**src/rtl/fetch_pkg.sv**
```systemverilog
// Shared types and constants for the instruction fetch stage.
package fetch_pkg;

    typedef enum logic [1:0] {
        BOOT  = 2'd0,
        RUN   = 2'd1,
        FLUSH = 2'd2
    } fetch_state_e;

    localparam logic [31:0] NOP_INST = 32'h0000_0013;
    localparam int          PC_STEP  = 4;

    // Counter width able to hold 0..depth inclusive.
    function automatic int cnt_width(input int depth);
        return $clog2(depth) + 1;
    endfunction

endpackage

```
**src/rtl/fetch_queue.sv**
```systemverilog
// Small synchronous FIFO holding fetched {pc, instruction} pairs toward ID.
module fetch_queue
    import fetch_pkg::*;
#(
    parameter int WIDTH = 64,
    parameter int DEPTH = 2
) (
    input  logic                        clk,
    input  logic                        reset,
    input  logic                        clear,
    input  logic                        push,
    input  logic [WIDTH-1:0]            din,
    input  logic                        pop,
    output logic [WIDTH-1:0]            dout,
    output logic [cnt_width(DEPTH)-1:0] count,
    output logic                        full,
    output logic                        empty
);

    localparam int AW = $clog2(DEPTH);
    localparam int CW = cnt_width(DEPTH);

    logic [WIDTH-1:0] mem [DEPTH];
    logic [AW-1:0]    wr_ptr;
    logic [AW-1:0]    rd_ptr;
    logic             do_push;
    logic             do_pop;

    assign full    = (count == CW'(DEPTH));
    assign empty   = (count == '0);
    assign do_pop  = pop & ~empty;
    // A push into a full queue is only legal when the head leaves in the same cycle.
    assign do_push = push & (~full | do_pop);
    assign dout    = mem[rd_ptr];

    always_ff @(posedge clk or posedge reset) begin
        if (reset) begin
            wr_ptr <= '0;
            rd_ptr <= '0;
            count  <= '0;
        end else if (clear) begin
            wr_ptr <= '0;
            rd_ptr <= '0;
            count  <= '0;
        end else begin
            if (do_push) begin
                wr_ptr <= wr_ptr + AW'(1);
            end
            if (do_pop) begin
                rd_ptr <= rd_ptr + AW'(1);
            end
            count <= count + CW'(do_push) - CW'(do_pop);
        end
    end

    // Storage carries no reset; validity is tracked by the pointers and count.
    always_ff @(posedge clk) begin
        if (do_push && !clear) begin
            mem[wr_ptr] <= din;
        end
    end

endmodule

```
**src/rtl/fetch_ctrl.sv**
```systemverilog
// IF stage sequencer: owns the PC, issues in-order IMEM requests under a credit
// limit, buffers responses toward ID and discards stale responses after redirects.
module fetch_ctrl
    import fetch_pkg::*;
#(
    parameter int              XLEN     = 32,
    parameter logic [XLEN-1:0] RESET_PC = '0,
    parameter int              IQ_DEPTH = 2
) (
    input  logic            clk,
    input  logic            reset,
    input  logic            branch_sel,
    input  logic [XLEN-1:0] branch_inp,
    output logic            imem_req,
    output logic [XLEN-1:0] imem_addr,
    input  logic            imem_gnt,
    input  logic            imem_rvalid,
    input  logic [31:0]     imem_rdata,
    output logic            id_valid,
    input  logic            id_ready,
    output logic [XLEN-1:0] id_pc,
    output logic [31:0]     id_inst,
    output logic [XLEN-1:0] pc_present,
    output fetch_state_e    fsm_state
);

    localparam int              CW      = cnt_width(IQ_DEPTH);
    localparam int              QW      = XLEN + 32;
    localparam logic [CW:0]     CREDITS = (CW+1)'(IQ_DEPTH);
    localparam logic [XLEN-1:0] STEP    = XLEN'(PC_STEP);

    fetch_state_e    state;
    fetch_state_e    state_next;
    logic [XLEN-1:0] pc;
    logic [XLEN-1:0] resp_pc;
    logic [CW-1:0]   out_cnt;
    logic [CW-1:0]   out_cnt_next;
    logic [CW-1:0]   drop_cnt;
    logic [CW-1:0]   drop_cnt_next;
    logic [XLEN-1:0] target;
    logic            credit_ok;
    logic            issue;
    logic            dropping;
    logic            q_push;
    logic            q_pop;
    logic [QW-1:0]   q_dout;
    logic [CW-1:0]   q_count;
    logic            q_full;
    logic            q_empty;
    logic            unused_bits;

    assign target      = {branch_inp[XLEN-1:2], 2'b00};
    assign unused_bits = ^branch_inp[1:0];

    // Credits cover both in-flight requests and buffered words, so a response always has a slot.
    assign credit_ok = ({1'b0, out_cnt} + {1'b0, q_count}) < CREDITS;
    assign imem_req  = (state == RUN) & ~branch_sel & credit_ok;
    assign issue     = imem_req & imem_gnt;

    assign out_cnt_next = out_cnt + CW'(issue) - CW'(imem_rvalid);
    assign dropping     = imem_rvalid & (drop_cnt != '0);
    assign q_push       = imem_rvalid & ~dropping & ~branch_sel;

    assign id_valid = ~q_empty & ~branch_sel;
    assign q_pop    = id_valid & id_ready;
    assign id_pc    = id_valid ? q_dout[QW-1:32] : '0;
    assign id_inst  = id_valid ? q_dout[31:0] : NOP_INST;

    assign imem_addr  = pc;
    assign pc_present = pc;
    assign fsm_state  = state;

    always_comb begin
        drop_cnt_next = drop_cnt;
        if (branch_sel) begin
            drop_cnt_next = out_cnt_next;
        end else if (dropping) begin
            drop_cnt_next = drop_cnt - CW'(1);
        end
    end

    // A redirect with nothing left in flight needs no flush window, so fetching
    // at the target resumes on the very next cycle.
    always_comb begin
        state_next = state;
        case (state)
            BOOT: begin
                state_next = RUN;
            end
            RUN: begin
                if (branch_sel) begin
                    state_next = (drop_cnt_next == '0) ? RUN : FLUSH;
                end
            end
            FLUSH: begin
                if (drop_cnt_next == '0) begin
                    state_next = RUN;
                end
            end
            default: begin
                state_next = BOOT;
            end
        endcase
    end

    always_ff @(posedge clk or posedge reset) begin
        if (reset) begin
            state    <= BOOT;
            pc       <= RESET_PC;
            resp_pc  <= RESET_PC;
            out_cnt  <= '0;
            drop_cnt <= '0;
        end else begin
            state    <= state_next;
            out_cnt  <= out_cnt_next;
            drop_cnt <= drop_cnt_next;
            if (branch_sel) begin
                pc <= target;
            end else if (issue) begin
                pc <= pc + STEP;
            end
            if (branch_sel) begin
                resp_pc <= target;
            end else if (q_push) begin
                resp_pc <= resp_pc + STEP;
            end
        end
    end

    fetch_queue #(
        .WIDTH(QW),
        .DEPTH(IQ_DEPTH)
    ) u_queue (
        .clk  (clk),
        .reset(reset),
        .clear(branch_sel),
        .push (q_push),
        .din  ({resp_pc, imem_rdata}),
        .pop  (q_pop),
        .dout (q_dout),
        .count(q_count),
        .full (q_full),
        .empty(q_empty)
    );

    // IMEM protocol: no response without an outstanding request, none into a full queue.
    assert property (@(posedge clk) disable iff (reset)
        !(imem_rvalid && out_cnt == '0));
    assert property (@(posedge clk) disable iff (reset)
        !(imem_rvalid && q_full && !branch_sel && drop_cnt == '0));

endmodule

```
**config.mk**
```make
export PLATFORM = sky130hd
export DESIGN_NAME = fetch_ctrl
export DESIGN_NICKNAME = d
export VERILOG_FILES = /design/src/rtl/fetch_pkg.sv /design/src/rtl/fetch_queue.sv /design/src/rtl/fetch_ctrl.sv
export SDC_FILE = /design/constraint.sdc
export NUM_CORES = 1
export LEC_CHECK = 0
export CORE_MARGIN = 2
export CORE_UTILIZATION = 45
export DETAILED_ROUTE_END_ITERATION = 12
export PLACE_DENSITY_LB_ADDON = 0.1
export SLEW_MARGIN = 0
export SYNTH_ARGS = -nofsm -noshare
export SYNTH_HDL_FRONTEND = slang
export SYNTH_HIERARCHICAL = 1
export SYNTH_SLANG_ARGS = --single-unit
```
**constraint.sdc**
```tcl
create_clock -name clk -period 7.7 [get_ports clk]
set_clock_uncertainty 0.1 [all_clocks]
set_input_delay 1.54 -clock clk [delete_from_list [all_inputs] [get_ports clk]]
set_output_delay 1.54 -clock clk [all_outputs]
set_load 0.03 [all_outputs]
```
==> results of run 1 <==
[report_power, final]
group	switching, µW	internal, µW	total (µW)
clock	390	547	937
sequential	95.2	1220	1320
combinational	290	217	507
total	775	1980	2760
[routing by layer]
layer	up-vias	track usage, %
li1	3006	-
met1	3024	26.0
met2	230	31.2
met3	28	3.71
met4	0	6.24
met5	-	0
[flip-flops by register name, summed over array words and instances (netlist names)]
| name | flops |
|---|---|
| u_queue/rd_ptr | 1 |
| resp_pc | 30 |
| imem_addr | 30 |
| u_queue/wr_ptr | 1 |
| out_cnt | 2 |
| u_queue/count | 2 |
| fsm_state | 2 |
| u_queue/mem | 128 |
| drop_cnt | 2 |
[worst max-delay path by stage]
| stage | endpoint | cells after the start |
|---|---|---|
| finish | id_pc[17] | 4 |
| global route | id_pc[19] | 4 |
| CTS | id_pc[19] | 4 |
| detailed placement | id_pc[19] | 4 |
| global placement | id_pc[19] | 4 |
| floorplan | u_queue/mem[0][0] | 6 |
[cell type report]
type / count / area (µm²)
sequential: 198 / 5600
timing repair buffer: 202 / 2000
multi-input combinational: 477 / 3380
tap: 270 / 338
fill: 1598 / 8390
clock buffer: 18 / 429
inverter: 8 / 30.0
clock inverter: 14 / 199
[through the flow]
stage | cell area, µm² | setup slack (ps)
2_1_floorplan | 9410 | 190
3_3_place_gp | 11300 | 2500
3_5_place_dp | 11300 | 2460
4_1_cts | 12000 | 2460
5_1_grt | 12000 | 2330
6_report | 12000 | 2540
==> results.txt, run 1 <==
----------------------------------------------------
[Worst hold path]
  Class of the most critical hold timing path ... register to register
  Worst Min Path Start ... resp_pc[29]
  Worst Hold Endpoint ... u_queue/mem[0][61]
  Cell depth of the worst min-delay path ... 0

[Yosys]
  Syn Inst Count ... 741
  Average cell area after synthesis ... ~13 µm²
  Synth warnings ... 6
  Cell area after technology mapping ... approximately 9400 µm²

[Worst setup path]
  Setup slack on the worst flop-to-flop path ... between 3000 and 4000 ps
  Category of the critical setup timing path ... input pin to output port
  Cells along the critical path ... buf_2 -> nor2_4 -> and2_1 -> clkdlybuf4s50_1
  Worst flop-to-flop path startpoint ... u_queue/count[0]
  Longest individual stage delay on the worst path ... around 840 ps
  Critical path endpoint category ... output port
  Crit-path leading delay family ... simple AND/OR/NAND/NOR gates
  CP startpoint ... branch_sel
  Startpoint type of the worst setup path ... input pin
  WP data required ... between 6000 and 7000 ps
  Number of cells on the worst reg-to-reg path ... 13
  Largest fanout on the critical path ... 63
  Arrival time of data at the critical path endpoint ... 3520 ps
  Critical register-to-register path endpoint ... fsm_state[0]
  Crit path buffers/inverters ... 2
  Critical-path top delay cell ... sky130_fd_sc_hd__nor2_4

[GRT]
  Overflow left after global routing ... 0
  Vias in the first global route ... 6378
  Pin count of the biggest net entering global routing ... 75
  Wire length of the first global-routing pass ... 33000 µm
  All-layer global routing usage ... between 10% and 20%
  Initial antenna violation count ... 0

[Clock network]
  Hold-fix buffer count after cts ... 0
  Clock sinks ... roughly 200
  Root Buffer ... sky130_fd_sc_hd__clkbuf_16
  Max Root-Sink Buffers ... 2
  Number of post-CTS setup repair buffers ... 0
  Source-to-sink clock delay at the later pin of the worst-skew pair ... between 400 and 500 ps
  Clock tree from TritonCTS ... yes
  H-tree depth reported by CTS ... 4
  Number of buffers created by CTS ... 17
  Number of gates resized after CTS ... 0
  Clock slew at reported path FFs ... approximately 60 ps

[Drt]
  Wire length on met3 ... 1210 µm
  Uppermost metal layer occupied by signal nets ... met4
  Met2 wirelength from detailed routing ... about 10000 µm
  Vias after detailed routing ... 6288
  Number of design-rule violations left by the first detailed-router iteration ... roughly 300
  Detailed Routing Iterations Pass 1 ... 4
  Final ANT Viol Nets ... 0
  Avg WL per Cell ... between 15 and 20 µm
  Via-per-instance ratio ... around 5.3
  Final Routed Wirelength ... 20800 µm
  Detailed-routing wirelength on met1 ... between 9000 and 10000 µm
  # DRC ... 0

[Layout]
  Area Growth Syn to Fin ... 27.7%
  Layout Cells excl Fill ... between 1000 and 1500
  Leading cell type in the layout, fill and taps excluded ... sky130_fd_sc_hd__clkdlybuf4s50_1
  Layout cell share with drive strength beyond 1 ... 8.83%
  Final core occ ... 58.8%
  Inserted Diodes ... 0
  Commonest non-fill, non-tap cells in the layout ... 194 x sky130_fd_sc_hd__clkdlybuf4s50_1, 128 x sky130_fd_sc_hd__edfxtp_1, 69 x sky130_fd_sc_hd__dfrtp_1, 66 x sky130_fd_sc_hd__and2_1, 54 x sky130_fd_sc_hd__nand2_1
  Number of nets in the layout ... approximately 1000

[Place]
  Post-Place Cells ... roughly 1200
  Placed wire-length estimate ... roughly 14000 µm
  Number of port buffers ... ~200
  Final weighted congestion of routability-driven global placement ... around 0.81

[Run]
  Number of violations of the max-capacitance limit ... 0

[STA]
  Slew Limit Fails ... 0
  TNS Setup ... 0 ps
  Unrepaired setup endpoints after global routing ... false
  Slew at the pin with the worst max-slew slack ... 1100 ps
  Total setup violations reported at the end of the flow ... 0
  Post-route clock period utilization ... approximately two thirds
  Count of endpoints failing hold in the final timing report ... 0
  Hold Slack ... about 420 ps
  Final critical path time including I/O delays and setup ... approximately 5200 ps
  Headroom to the max-slew limit ... a little over a quarter
  Max Clk Rate ... 194 MHz

[Floorplanning]
  Die Y ... 148 µm
  Starting utilization of the core area ... a little under half
  Total core area ... roughly 20000 µm²
  DIE WIDTH ... approximately 150 µm
  Boundary pin count ... just over 200
  Die ar. ... about 22000 µm²
  Row cnt ... between 50 and 60

[Outcome]
  Outcome ... completed

[Power and ir drop]
  Leak pwr ... approximately 0.0043 µW
  Final Power ... 2760 µW
  Worst supply voltage drop on vdd ... 0.136 mV
  Power density cells ... about 230 nW/µm²

----------------------------------------------------
Note: power is estimated with default switching activity, not from simulation.
==> run 2, diff against run 1 <==
==> constraint.sdc (replaced) <==
create_clock -name clk -period 4.7 [get_ports clk]
set_clock_uncertainty 0.1 [all_clocks]
set_input_delay 0.94 -clock clk [delete_from_list [all_inputs] [get_ports clk]]
set_output_delay 0.94 -clock clk [all_outputs]
set_load 0.03 [all_outputs]
==> results.txt, run 2 (synthesis results as in run 1) <==
----------------------------------------------------
[Outcome]
  Outcome ... completed (unchanged)

[Worst setup path]
  WP data required ... 3660 ps (was 6060 ps)
  Longest individual stage delay on the worst path ... 670 ps (was 840 ps)
  Critical path endpoint category ... output port (unchanged)
  Cells along the critical path ... buf_2 -> nor2_4 -> buf_4 -> and2_1 -> clkdlybuf4s50_1 (was buf_2 -> nor2_4 -> and2_1 -> clkdlybuf4s50_1)
  Number of logic stages on the critical path including buffering ... 5 (was 4)
  Largest fanout on the critical path ... 30 (was 63)
  Crit-path leading delay family ... buffers and inverters (was simple AND/OR/NAND/NOR gates)
  Crit path buffers/inverters ... 3 (was 2)
  Number of cells on the worst reg-to-reg path ... 14 (was 13)
  Category of the critical setup timing path ... input pin to output port (unchanged)
  Arrival time of data at the critical path endpoint ... 2690 ps (was 3520 ps)
  Startpoint type of the worst setup path ... input pin (unchanged)
  Critical-path top delay cell ... sky130_fd_sc_hd__clkdlybuf4s50_1 (was sky130_fd_sc_hd__nor2_4)

[Place]
  Worst slack after detailed placement ... 908 ps (was 2460 ps)
  Number of port buffers ... 195 (unchanged)
  Placed wire-length estimate ... 14300 µm (was 14100 µm)
  Dpl cell area ... 11400 µm² (was 11300 µm²)
  Final weighted congestion of routability-driven global placement ... 0.833 (was 0.807)

[Clock network]
  Hold-fix buffer count after cts ... 0 (unchanged)
  Number of buffers created by CTS ... 17 (unchanged)
  Clock slew at reported path FFs ... 70 ps (was 60 ps)
  H-tree depth reported by CTS ... 4 (unchanged)
  Clock tree from TritonCTS ... yes (unchanged)
  Number of post-CTS setup repair buffers ... 0 (unchanged)
  Clock sinks ... 198 (unchanged)
  Root Buffer ... sky130_fd_sc_hd__clkbuf_16 (unchanged)
  Source-to-sink clock delay at the later pin of the worst-skew pair ... 430 ps (was 440 ps)
  Max Root-Sink Buffers ... 2 (unchanged)
  Number of gates resized after CTS ... 0 (unchanged)

[Floorplanning]
  Die Y ... 148 µm (unchanged)
  Row cnt ... 52 (unchanged)
  Boundary pin count ... 202 (unchanged)
  Total core area ... 20400 µm² (unchanged)
  DIE WIDTH ... 148 µm (unchanged)
  Starting utilization of the core area ... 46.0% (unchanged)
  Die ar. ... 22000 µm² (unchanged)

[STA]
  Slew Limit Fails ... 0 (unchanged)
  Headroom to the max-slew limit ... 49.8% (was 26.8%)
  Total setup violations reported at the end of the flow ... 0 (unchanged)
  Count of endpoints failing hold in the final timing report ... 0 (unchanged)
  Unrepaired setup endpoints after global routing ... false (unchanged)
  TNS Setup ... 0 ps (unchanged)
  Post-route clock period utilization ... around 79%
  Final critical path time including I/O delays and setup ... between 3000 and 4000 ps
  Slew at the pin with the worst max-slew slack ... 752 ps (was 1100 ps)
  Final Worst Setup Slack ... 966 ps (was 2540 ps)
  Max Clk Rate ... 268 MHz

[GRT]
  All-layer global routing usage ... 19.2% (was 19.1%)
  Overflow left after global routing ... 0 (unchanged)
  Pin count of the biggest net entering global routing ... 75 (unchanged)
  Initial antenna violation count ... 0 (unchanged)
  Vias in the first global route ... 6549 (was 6378)
  Wire length of the first global-routing pass ... 33400 µm (was 33000 µm)

[Drt]
  Via-per-instance ratio ... 5.34 (was 5.30)
  Final ANT Viol Nets ... 0 (unchanged)
  # DRC ... 0 (unchanged)
  Avg WL per Cell ... 17.4 µm (was 17.5 µm)
  Vias after detailed routing ... 6368 (was 6288)
  Number of design-rule violations left by the first detailed-router iteration ... 326 (was 299)
  Wire length on met3 ... 1300 µm (was 1210 µm)
  Final Routed Wirelength ... 20700 µm (was 20800 µm)
  Detailed-routing wirelength on met1 ... 9410 µm (was 9430 µm)
  Met2 wirelength from detailed routing ... 9770 µm (was 9810 µm)
  Detailed Routing Iterations Pass 1 ... 5 (was 4)
  Uppermost metal layer occupied by signal nets ... met4 (unchanged)

[Power and ir drop]
  Power density cells ... 370 nW/µm² (was 231 nW/µm²)
  Leak pwr ... 0.00433 µW (was 0.00431 µW)
  Final Power ... 4440 µW (was 2760 µW)
  Worst supply voltage drop on vdd ... 0.223 mV (was 0.136 mV)

[Layout]
  Number of nets in the layout ... 986 (was 981)
  Max reg flops ... 128 (unchanged)
  Cell area after layout ... 12000 µm² (about the same)
  Inserted Diodes ... 0 (unchanged)
  Leading cell type in the layout, fill and taps excluded ... sky130_fd_sc_hd__clkdlybuf4s50_1 (unchanged)
  Area Growth Syn to Fin ... 27.9% (was 27.7%)
  Commonest non-fill, non-tap cells in the layout ... 194 x sky130_fd_sc_hd__clkdlybuf4s50_1, 128 x sky130_fd_sc_hd__edfxtp_1, 69 x sky130_fd_sc_hd__dfrtp_1, 66 x sky130_fd_sc_hd__and2_1, 54 x sky130_fd_sc_hd__nand2_1 (unchanged)
  Register with the most flip-flops ... u_queue/mem (unchanged)
  Layout cell share with drive strength beyond 1 ... 9.44% (was 8.83%)

[Worst hold path]
  Class of the most critical hold timing path ... register to register (unchanged)
  Cell depth of the worst min-delay path ... 0 (unchanged)

[Run]
  Number of violations of the max-capacitance limit ... 0 (unchanged)

----------------------------------------------------
-- run 2: final timing paths --
path | start | end | slack, ps
worst min-delay path | resp_pc[31] | u_queue/mem[0][63] | 420
worst min register to register | resp_pc[31] | u_queue/mem[0][63] | 420
worst max register to register | u_queue/count[0] | fsm_state[0] | 1460
max in group asynchronous | reset | resp_pc[20] | 2670
min in group asynchronous | reset | u_queue/wr_ptr | 660
worst max-delay path | branch_sel | id_pc[1] | 970
-- run 2: report_power, final --
| group | switching [µW] | internal (µW) | total [µW] |
|---|---|---|---|
| sequential | 156 | 2000 | 2160 |
| combinational | 477 | 359 | 836 |
| clock | 649 | 796 | 1450 |
| total | 1280 | 3160 | 4440 |
-- run 2: through the flow --
stage          instances  util [%]  hold slack (ps)
2_1_floorplan        748         -              362
3_3_place_gp        1160      56.0              395
3_5_place_dp        1160      56.0              401
4_1_cts             1192      58.9              418
6_report            1192      58.9              421
5_1_grt             1192      58.9              439
-- run 2: layout make-up --
cell class | instances | area, µm²
Inverter | 8 | 30.0
Clock inverter | 15 | 166
Tap cell | 270 | 338
Multi-Input combinational cell | 477 | 3390
Sequential cell | 198 | 5600
Fill cell | 1654 | 8370
Clock buffer | 17 | 425
Timing Repair Buffer | 207 | 2050
-- run 2: layer usage --
metal	global-route usage (%)	vias to the layer above
li1	-	3016
met1	26.1	3097
met2	31.5	238
met3	4.26	17
met4	5.19	0
met5	0	-
-- run 2: worst reg2reg max path, cell delays in order, from the launching register on --
cell and delay [ps]:
sky130_fd_sc_hd__dfrtp_1 460, sky130_fd_sc_hd__and2_1 180, sky130_fd_sc_hd__fa_1 430, sky130_fd_sc_hd__nor2_1 170, sky130_fd_sc_hd__and4_1 210, sky130_fd_sc_hd__buf_4 240, sky130_fd_sc_hd__inv_2 70, sky130_fd_sc_hd__ha_1 270
sky130_fd_sc_hd__inv_1 40, sky130_fd_sc_hd__ha_1 170, sky130_fd_sc_hd__xor3_1 250, sky130_fd_sc_hd__nand2_1 70, sky130_fd_sc_hd__o21ai_1 180, sky130_fd_sc_hd__o21ai_0 130, sky130_fd_sc_hd__a21o_1 180
